==> config.mk <==
export PLATFORM = sky130hd
export DESIGN_NAME = risc32_boot_loader
export DESIGN_NICKNAME = d
export VERILOG_FILES = /design/src/rtl/risc32_boot_loader.sv
export SDC_FILE = /design/constraint.sdc
export NUM_CORES = 1
export LEC_CHECK = 0
export BUFFER_PORTS_ARGS = -buffer_cell sky130_fd_sc_hd__buf_2
export CORE_MARGIN = 5
export CORE_UTILIZATION = 25
export CTS_CLUSTER_SIZE = 16
export DETAILED_ROUTE_END_ITERATION = 16
export PLACE_DENSITY = 0.41
export REMOVE_ABC_BUFFERS = 1
export SLEW_MARGIN = 15
export SYNTH_ARGS = -nofsm -noshare
export SYNTH_HDL_FRONTEND = slang
export SYNTH_SLANG_ARGS = --single-unit
export TNS_END_PERCENT = 50
==> constraint.sdc <==
create_clock -name clk1 -period 5.4 [get_ports clk1]
set_clock_uncertainty 0.1 [all_clocks]
set_input_delay 0.27 -clock clk1 [delete_from_list [all_inputs] [get_ports clk1]]
set_output_delay 0.27 -clock clk1 [all_outputs]
set_load 0.05 [all_outputs]
==> src/rtl/risc32_boot_loader.sv <==
// Streams a framed program image into instruction memory, then releases the core.
// Optional trailing checksum word is enabled by defining BOOT_CHECKSUM_EN.
module risc32_boot_loader #(
    parameter int ADDR_W = 10
) (
    input  logic              clk1,
    input  logic              rst,
    input  logic              s_valid,
    input  logic [31:0]       s_data,
    output logic              s_ready,
    output logic              mem_we,
    output logic [ADDR_W-1:0] mem_addr,
    output logic [31:0]       mem_wdata,
    output logic              cpu_halted,
    output logic              pc_load,
    output logic [31:0]       pc_value,
    output logic              done,
    output logic              err,
    output logic              saw_halt
);

    localparam logic [7:0]  MAGIC = 8'hB0;
    localparam logic [31:0] HLT   = 32'hfc00_0000;
    localparam logic [12:0] DEPTH = 13'(1) << ADDR_W;

    typedef enum logic [2:0] {
        ST_IDLE,
        ST_LOAD,
`ifdef BOOT_CHECKSUM_EN
        ST_CHECK,
`endif
        ST_RELEASE,
        ST_RUN,
        ST_ERROR
    } state_e;

    state_e              state_q, state_d;
    logic [ADDR_W-1:0]   base_q, base_d;
    logic [12:0]         n_q, n_d;
    logic [12:0]         count_q, count_d;
    logic                mem_we_q, mem_we_d;
    logic [ADDR_W-1:0]   mem_addr_q, mem_addr_d;
    logic [31:0]         mem_wdata_q, mem_wdata_d;
    logic                halted_q, halted_d;
    logic                pc_load_q, pc_load_d;
    logic [31:0]         pc_value_q, pc_value_d;
    logic                done_q, done_d;
    logic                err_q, err_d;
    logic                saw_halt_q, saw_halt_d;
`ifdef BOOT_CHECKSUM_EN
    logic [31:0]         csum_q, csum_d;
`endif

    logic [12:0] hdr_end;
    logic        hdr_bad;
    logic        last_word;

    // Range check is done in 13 bits so base+N can exceed the memory depth without wrapping.
    always_comb begin
        hdr_end = {1'b0, s_data[11:0]} + {1'b0, s_data[23:12]};
        hdr_bad = (s_data[31:24] != MAGIC)
               || (s_data[23:12] == 12'd0)
               || ((s_data[11:0] >> ADDR_W) != 12'd0)
               || (hdr_end > DEPTH);
    end

    assign last_word = (count_q + 13'd1) == n_q;

    always_comb begin
        s_ready = 1'b0;
        if (!rst) begin
            case (state_q)
                ST_IDLE, ST_LOAD: s_ready = 1'b1;
`ifdef BOOT_CHECKSUM_EN
                ST_CHECK:         s_ready = 1'b1;
`endif
                default:          s_ready = 1'b0;
            endcase
        end
    end

    // NOTE: every variable gets a default before the case so no path can infer a latch.
    always_comb begin
        state_d     = state_q;
        base_d      = base_q;
        n_d         = n_q;
        count_d     = count_q;
        mem_we_d    = 1'b0;
        mem_addr_d  = mem_addr_q;
        mem_wdata_d = mem_wdata_q;
        halted_d    = halted_q;
        pc_load_d   = 1'b0;
        pc_value_d  = pc_value_q;
        done_d      = done_q;
        err_d       = err_q;
        saw_halt_d  = saw_halt_q;
`ifdef BOOT_CHECKSUM_EN
        csum_d      = csum_q;
`endif
        case (state_q)
            ST_IDLE: begin
                if (s_valid) begin
                    if (hdr_bad) begin
                        state_d = ST_ERROR;
                        err_d   = 1'b1;
                    end else begin
                        base_d  = s_data[ADDR_W-1:0];
                        n_d     = {1'b0, s_data[23:12]};
                        count_d = 13'd0;
`ifdef BOOT_CHECKSUM_EN
                        csum_d  = 32'd0;
`endif
                        state_d = ST_LOAD;
                    end
                end
            end
            ST_LOAD: begin
                if (s_valid) begin
                    mem_we_d    = 1'b1;
                    mem_addr_d  = base_q + count_q[ADDR_W-1:0];
                    mem_wdata_d = s_data;
                    count_d     = count_q + 13'd1;
                    if (s_data == HLT) saw_halt_d = 1'b1;
`ifdef BOOT_CHECKSUM_EN
                    csum_d      = csum_q + s_data;
                    if (last_word) state_d = ST_CHECK;
`else
                    if (last_word) state_d = ST_RELEASE;
`endif
                end
            end
`ifdef BOOT_CHECKSUM_EN
            ST_CHECK: begin
                if (s_valid) begin
                    if (s_data == csum_q) begin
                        state_d = ST_RELEASE;
                    end else begin
                        state_d = ST_ERROR;
                        err_d   = 1'b1;
                    end
                end
            end
`endif
            ST_RELEASE: begin
                pc_load_d  = 1'b1;
                pc_value_d = 32'(base_q);
                state_d    = ST_RUN;
            end
            ST_RUN: begin
                halted_d = 1'b0;
                done_d   = 1'b1;
            end
            default: begin
                halted_d = 1'b1;
                err_d    = 1'b1;
            end
        endcase
    end

    // NOTE: state registers use non-blocking assignments so all flops update together.
    always_ff @(posedge clk1 or posedge rst) begin
        if (rst) begin
            state_q     <= ST_IDLE;
            base_q      <= '0;
            n_q         <= '0;
            count_q     <= '0;
            mem_we_q    <= 1'b0;
            mem_addr_q  <= '0;
            mem_wdata_q <= '0;
            halted_q    <= 1'b1;
            pc_load_q   <= 1'b0;
            pc_value_q  <= '0;
            done_q      <= 1'b0;
            err_q       <= 1'b0;
            saw_halt_q  <= 1'b0;
`ifdef BOOT_CHECKSUM_EN
            csum_q      <= '0;
`endif
        end else begin
            state_q     <= state_d;
            base_q      <= base_d;
            n_q         <= n_d;
            count_q     <= count_d;
            mem_we_q    <= mem_we_d;
            mem_addr_q  <= mem_addr_d;
            mem_wdata_q <= mem_wdata_d;
            halted_q    <= halted_d;
            pc_load_q   <= pc_load_d;
            pc_value_q  <= pc_value_d;
            done_q      <= done_d;
            err_q       <= err_d;
            saw_halt_q  <= saw_halt_d;
`ifdef BOOT_CHECKSUM_EN
            csum_q      <= csum_d;
`endif
        end
    end

    assign mem_we     = mem_we_q;
    assign mem_addr   = mem_addr_q;
    assign mem_wdata  = mem_wdata_q;
    assign cpu_halted = halted_q;
    assign pc_load    = pc_load_q;
    assign pc_value   = pc_value_q;
    assign done       = done_q;
    assign err        = err_q;
    assign saw_halt   = saw_halt_q;

endmodule
======== After elaboration in Yosys (flattened, before gate mapping) ========
Index checks and enable logic that the tools add are counted.
cells by class
  equal/unequal tests ..................... 11
  bitwise logic cells ..................... 2
  reduce and logical (&&, ||, !) cells .... 17
  magnitude comparators ................... 1
  multiplexer cells ....................... 18
  $add $sub $neg .......................... 3
operators with widths
  operator                 count
  $mux W13                 3
  $eq A32 B32 Y1 const B   1
  $pmux W13 S2             1
  $add A12 B12 Y13         1
  $add A13 B1 Y13 const B  1
  $eq A13 B12 Y1           1
  $gt A13 B11 Y1 const B   1
  $logic_not A12 Y1        1
  $mux W3                  4
  $reduce_bool A12 Y1      1
  $add A10 B10 Y10         1
  $ne A2 B2 Y1 const B     5
  $pmux W3 S3              1
  $reduce_and A3 Y1        3
  $ne A8 B8 Y1 const B     1
  $reduce_and A4 Y1        2
  $mux W1                  7
  $eq A3 B2 Y1 const B     2
  $reduce_or A3 Y1         2
  $pmux W1 S2              2
  $eq A3 B1 Y1 const B     1
  $logic_not A3 Y1         1
  $logic_or A1 B1 Y1       3
  $reduce_bool A3 Y1       1
  4 further kinds          5
word-level totals
  register bits after elaboration ......... 96
  bits of input ports ..................... 35

======== Depth between registers and ports, before layout ========
Gate-level depths: netlist of the first run.
  depth after elaboration ................. 7
  gate-level depth with buffers ........... 12
  depth with buffers taken out ............ 11

======== Least setup slack after synthesis of the first run ========
OpenSTA, ideal clock, no wires.
  path type ............................... in2reg
  from .................................... input port s_data[0]
  to ...................................... register base_q[0]
  setup slack ............................. 2208 ps
  arrival ................................. 2967 ps
  stages on the path ...................... 12
  data required time ...................... 5175 ps
  library setup time ...................... 125 ps
  cells stage by stage .................... ha_1 -> fa_1 -> a21o_1 -> a21oi_1 -> mux2i_1 -> o2111ai_1 -> o41ai_2 -> o311ai_1 -> or4_1 -> buf_6 -> buf_6 -> mux2_4
between the ends
  longest elaborated chain between the ends .. 5
ends and longest elaborated chain
  element                             line  source
  start: declaration                  9     input logic [31:0] s_data,
  $add A12 B12 Y13                    60    hdr_end = {1'b0, s_data[11:0]} + {1'b0, s_data[23:12]};
  $gt A13 B11 Y1                      64    || (hdr_end > DEPTH);
  $logic_or A1 B1 Y1                  64
  $not A1 Y1 (no source line)         --
  $reduce_and A3 Y1 (no source line)  --
  end signal: assignment              181   base_q <= base_d;
  end: declaration                    38    logic [ADDR_W-1:0] base_q, base_d;
Several ways; a longest one is shown, not always the timed one.
A chain may end at the register's enable or synchronous reset.

======== Worst setup path after layout of the first run ========
Ends and elaborated chain as after synthesis.

==> results of run 1 <==
==> cells in the mapped netlist (2+ instances only) <==
library cell	n	area [um2]
o211ai_1	2	15.0
o311ai_0	2	17.5
a2111oi_0	2	17.5
nand3_1	13	65.1
or3_1	4	25.0
buf_4	23	173
buf_6	3	33.8
o21ai_0	25	125
clkbuf_1	23	86.3
a21oi_1	14	70.1
nand2b_1	4	25.0
buf_1	2	7.51
and2_1	2	12.5
fa_1	2	40.0
a21o_1	13	97.6
xnor2_1	13	114
ha_1	22	275
a31o_2	2	17.5
nand4_1	6	37.5
a211oi_1	6	45.0
nor2_1	17	63.8
dfrtp_1	95	2380
nor4_1	8	50.1
or2_2	2	12.5
xor2_1	11	96.3
a211o_1	2	17.5
o31ai_1	3	22.5
nand2_1	130	488
a32o_1	8	80.1
and3_1	7	43.8
o2111ai_1	2	17.5
mux2i_1	7	70.1
mux2_4	17	255
a31oi_1	2	12.5
mux2_2	15	169
a31o_1	3	26.3
nor3_1	10	50.1
inv_1	17	63.8
nor4b_1	3	26.3
==> metal layers <==
metal  part of all wire (%)  global-route usage [%]
met3                    4.0                    1.97
met4                    2.4                    5.40
met2                     49                    21.8
met5                      0                       0
met1                     45                    16.7
==> metrics by stage <==
step	cell area, um2	cells	util [%]	hold slack [ps]
detailed placement	6100	912	28.1	274
global placement	6100	912	28.1	265
finish	6450	928	29.8	21.0
CTS	6450	928	29.8	4.59
floorplan	5240	534	-	275
global route	6450	928	29.8	31.2
==> how the worst max path moves through the flow <==
stage                           from          to
final                      s_data[0]   base_q[0]
after global placement     s_data[0]      n_q[0]
after detailed placement   s_data[0]   base_q[0]
after CTS                  s_data[0]   base_q[0]
after global routing       s_data[0]   base_q[0]
after floorplan           state_q[2]  state_q[0]
==> state kept, by name, summed over array words and instances (netlist names) <==
signal and flops:
saw_halt 1, err 1, state_q 3, pc_load 1
done 1, n_q 12, cpu_halted 1, count_q 13
pc_value 10, mem_wdata 32, mem_we 1, base_q 10
mem_addr 10
==> timing repair <==
| action | in CTS | in global routing |
|---|---|---|
| gates resized for setup | 0 | 0 |
| endpoints found under the hold margin | 38 | 0 |
| endpoints found under the setup margin | 0 | 0 |
| hold buffers | 1 | 0 |
==> worst min-delay path, delay by kind of cell <==
| family | cells | cell delay (ps) |
|---|---|---|
| buffers and inverters | 1 | 90 |
| and+or+nand+nor | 2 | 80 |
==> cells in the final DEF, fill, tap and decap left out, drive strengths merged, types with 3 or more instances in the layout <==
cell type,n
nand2b,4
o31ai,3
nand4,6
a21o,13
a32o,8
and3,7
xnor2,13
or3,4
a21oi,14
nand3,13
nor4,8
o311ai,3
buf,98
a31o,5
dfrtp,95
nor2,17
inv,18
nand2,130
a211oi,6
a2111oi,4
o21ai,25
clkbuf,10
bufinv,3
mux2,32
conb,22
nor4b,3
mux2i,7
ha,22
xor2,11
nor3,10
==> power by group through the flow <==
stage / clock (mW) / combinational (mW) / sequential (mW)
3_5_place_dp: 0 / 0.172 / 0.737
4_1_cts: 0.782 / 0.173 / 0.723
5_1_grt: 0.809 / 0.188 / 0.723
2_1_floorplan: 0 / 0.111 / 0.740
6_report: 0.758 / 0.170 / 0.723
3_3_place_gp: 0 / 0.171 / 0.737
==> cell type report <==
| class | instances | share of cell area [%] |
|---|---|---|
| clock inverters | 5 | 1.63 |
| inverters | 18 | 1.09 |
| clock buffers | 10 | 3.70 |
| well taps | 280 | 5.43 |
| repair buffers | 99 | 7.95 |
| multi-input cells | 420 | 43.0 |
| flip-flops and latches | 96 | 37.2 |
==> kinds of logic (layout without fill, tap and decap cells) <==
family / after synthesis / after routing / share of synthesized area [%]
AND/OR/NAND/NOR: 215 / 215 / 17.8
AO/OA/AOI/OAI: 96 / 96 / 12.6
flip-flops: 96 / 96 / 43.8
buffers and inverters: 70 / 132 / 7.07
multiplexers: 39 / 39 / 9.01
adder cells (fa/ha/maj): 24 / 24 / 5.75
XOR/XNOR: 24 / 24 / 3.83
other: 1 / 22 / 0.0684
==> results.cfg, run 1 <==
[outcome]
run_status = complete, no violations

[global_route]
grt_max_degree = 69
antenna_found_initial = 0
grtUsageTotal_pct = 13.0
grt_pass1_wl_um = 25100
first_global_vias = 4543
grt_overflow = 0

[cells_and_area]
regArea_um2 = 2400
nets = 703
multi_input_area_um2 = 2770
n_fill_cell = 2283
area_growth_syn_to_layout_pct = 17.7
diodes = 0
layout-drive-gt1-share_pct = 24.4

[timing]
setup_tns_ps = 0
max_freq_ghz = 0.288
timing.final.crit_period_ps = 3480
finalHoldViolCount = 0
slew_headroom_pct = 48.3
finalSetupViolations = 0
worst_pin_slew_ps = 769
layout_setup_ws_ps = 1920
post-route-period-util_pct = 64.4
slew_viol_final = 0
rsz0062_at_grt = false

[setup_path]
crit_cells = 12
cpPeakStageDelay_ps = 570
crit_path_cell_trace = buf_2, ha_1, fa_1, a21o_1, a21oi_1, mux2i_1, o2111ai_1, o41ai_2, o311ai_1, or4_1, buf_4, mux2_4
path_delay_family = compound AO/OA/AOI/OAI gates
worst_setup_path_start_kind = input port
r2r_start = state_q[2]
cp.arrival_ps = 3620
cp-end-kind = flip-flop
crit_path_top_delay_cell = or4_1
reg2reg_depth = 10
path_buf_inv = 2
critPathMaxFanout = 32
r2r_end = state_q[0]
required_ps = 5540
crit_type = in -> reg
ff2ff_setup_slack_ps = 2230

[clock_tree]
cts_tree = built
clk_latency_ps = 360
root_buffer = clkbuf_16
clockBufferDepth = 2
cts_buffers = 9
clkTransAtPathRegs_ps = 70
h-tree-depth = 3
cts_post_setup_buffers_inserted = 0
cts_sinks = 96

[detailed_routing]
drt-vias-per-instance = 4.66
via_count = 4322
ant_nets = 0
routed_wl_um = 15800
drc_errors = 0
drtIter0Drc = 188
first_pass_iters = 5
wire_per_inst_um = 17.0

[min_path]
hold_class = in -> reg
min_from = s_data[31]
hold_end = mem_wdata[31]
holdPathStages = 3

[floorplan]
io-pin-count = 116
fp.dieH_um = 158
dieWidth_um = 158
die_area_um2 = 25000
rows = 54
coreArea_um2 = 21700
start_util_pct = 25.3

[pwr]
p_per_area_nw_per_um2 = 256
p_switching_mw = 0.418
power_leakage_nw = 3.36
clock_power_share_pct = 45.9
p_sw_share_pct = 25.3
pwr-share-seq_pct = 43.8
p_int_mw = 1.23
power_mw = 1.65
p_comb_share_pct = 10.3
max-vdd-ir-drop_v = 0.000163

[placement]
detailed_place_hpwl_um = 11600
pre_cts_slack_ps = 1540
portBuffers = 93
gp_congestion = 0.807

[yosys]
synth_area_um2 = 5480
synthesis.instances = 565
yosysUniqueCellTypes = 62
synth_ff_type = dfrtp_1
seq_area_frac_synth_pct = 43.8
postSynthAreaPerCell_um2 = 9.70
synth_edf_count = 0
ys_seq_elements = 96
synthArstFlopShare_pct = 100
yosysWarnings = 0

[flow_run]
cap_violations = 0
(Power assumes the default switching activity.)
==> inputs of run 2 (changes only) <==
ABC_AREA = 1   (was not set)
clock period = 3.25 ns   (was 5.4 ns; I/O delays follow)
==> run 2 against run 1 <==
Net effect:
- cell count grew 25%
- global-route usage increased by 0.59 points
- sequential power up 70%
- routed wire length rose by 8.7%
- hold slack better by 0.73 ps
- combinational power is 140% higher
- largest cell class unchanged
==> results.cfg, run 2 <==
[outcome]
run_status = complete, no violations

[cells_and_area]
largest_register_ffs = 32
area_growth_syn_to_layout_pct = 19.8
layout-drive-gt1-share_pct = 17.2
final_cell_mix = 265 x nand2_1, 95 x dfrtp_1, 93 x buf_2, 90 x inv_1, 56 x nand3_1
final_cells = 1157
design_area_um2 = 6830
final_common_cell = nand2_1
diodes = 0
final_core_utilization_pct = 30.2
nets = 927

[timing]
max_freq_ghz = 0.386
slew_viol_final = 0
post-route-period-util_pct = 79.8
rsz0062_at_grt = false
fin_hold_ws_ps = 21.7
layout_setup_ws_ps = 657
finalHoldViolCount = 0
worst_pin_slew_ps = 710
slew_headroom_pct = 52.7
finalSetupViolations = 0
timing.final.crit_period_ps = 2590
setup_tns_ps = 0

[yosys]
synthArstFlopShare_pct = 100
yosysWarnings = 0
synth_edf_count = 0
synth_most_common_cell = nand2_1
synthesis.instances = 766
ys_seq_elements = 96
synth.top_cell.area_share_pct = 41.7
synth_common_cells = 265 x nand2_1, 95 x dfrtp_1, 92 x inv_1, 56 x nand3_1, 47 x nor2_1
synth_area_um2 = 5700
postSynthAreaPerCell_um2 = 7.44
netlist_top_cells_area = dfrtp_1 42%, nand2_1 17%, inv_1 6.1%, nand3_1 4.9%, ha_1 4.8%
seq_area_frac_synth_pct = 42.2
yosysUniqueCellTypes = 36
synth_ff_type = dfrtp_1
synth_area_leader_cell = dfrtp_1

[detailed_routing]
drt-vias-per-instance = 4.32
ant_nets = 0
first_pass_iters = 6
routed_wl_um = 17100
via_count = 4995
wire_per_inst_um = 14.8
drc_errors = 0
drtIter0Drc = 286

[global_route]
grt_pass1_wl_um = 27600
first_global_vias = 5027
grt_overflow = 0
grt_max_degree = 53
antenna_found_initial = 0
grtUsageTotal_pct = 13.6

[placement]
detailed_place_hpwl_um = 13300
place_area_um2 = 6400
gp_congestion = 0.792
placed_cells = 1130
portBuffers = 93
pre_cts_slack_ps = 595

[flow_run]
cap_violations = 0

[floorplan]
dieWidth_um = 161
io-pin-count = 116
rows = 55
start_util_pct = 25.2
fp.dieH_um = 161
coreArea_um2 = 22600
die_area_um2 = 25900

[clock_tree]
cts_sinks = 96
clockBufferDepth = 2
h-tree-depth = 3
root_buffer = clkbuf_16
clk_latency_ps = 360
cts_buffers = 9
cts-resized-gates = 0
clkTransAtPathRegs_ps = 70
cts_tree = built

[pwr]
p_per_area_nw_per_um2 = 406
max-vdd-ir-drop_v = 0.000207
power_mw = 2.77
power_leakage_nw = 3.63

[setup_path]
cp.arrival_ps = 2740
crit_path_cell_trace = ha_1, inv_1, fa_1, o21ai_0, nand2_1, nand2_1, a21oi_1, o21ai_0, nand2_1, nand2_1, nand2_1, nand3_1, nand2_1
worst_setup_path_start_kind = flip-flop
required_ps = 3400
cp-end-kind = flip-flop
cpPeakStageDelay_ps = 600
path_delay_family = adder cells
crit_type = reg -> reg
path_buf_inv = 1
crit_path_top_delay_cell = dfrtp_1
path_common_cell = nand2_1
critPathMaxFanout = 10

[min_path]
hold_class = in -> reg
run 2: changes by cell type in the layout (fill, tap and decap cells not counted), moves of 13 or more:
cell | before | now
a21o_1 | 13 | 0
nand2_1 | 129 | 265
nand3_1 | 13 | 56
mux2_4 | 17 | 0
o21ai_1 | 0 | 18
nor2_1 | 17 | 47
inv_1 | 16 | 90
mux2_2 | 15 | 0
run 2: cells by family (layout without fill, tap and decap cells):
group | count (synthesis) | after routing | synth area share, %
simple gates | 421 | 421 | 32.2
buf+inv | 136 | 221 | 11.1
flops | 96 | 96 | 42.2
compound gates | 82 | 82 | 8.02
fa+ha+maj | 24 | 24 | 5.53
xor+xnor | 6 | 6 | 0.922
other cells | 1 | 22 | 0.0658
run 2: area by class of cell:
class | count | area, um2
clock inverter | 5 | 63.8
clock buffer | 10 | 239
tap | 285 | 357
inverter | 93 | 352
fill | 2504 | 15700
timing repair buffer | 113 | 671
sequential | 96 | 2400
multi-input combinational | 555 | 2740
run 2: routing by layer:
metal	GRT usage (%)	vias to the layer above	routed length, um
li1	-	2607	-
met1	18.4	2278	8270
met2	22.0	95	7860
met3	2.90	15	729
met4	3.53	0	255
met5	0	-	0
run 2: what timing repair did:
item	CTS	global route
hold endpoints to repair	61	0
setup buffers	0	0
hold buffers	12	0
run 2: tightest hold or removal path: stages:
cell	delay, ps
buf_2	110
inv_1	80
o21ai_1	80
run 2: final timing paths:
check / start / to / slack [ps] / cells past startpoint
hold / removal: s_data[19] / n_q[7] / 20 / 3
setup reg to reg: count_q[0] / mem_addr[8] / 660 / 13
hold reg to reg: done / done / 360 / 1
setup / recovery: count_q[0] / mem_addr[8] / 660 / 13
min in group asynchronous: rst / err / 390 / 3
max in group asynchronous: rst / mem_wdata[12] / 1960 / 4
run 2: report_power, final:
part | leakage [nW] | total (mW) | internal (mW) | switching (mW)
logic | 2.20 | 0.416 | 0.102 | 0.314
clock network | 0.151 | 1.13 | 0.623 | 0.504
registers | 1.28 | 1.23 | 1.22 | 0.0117
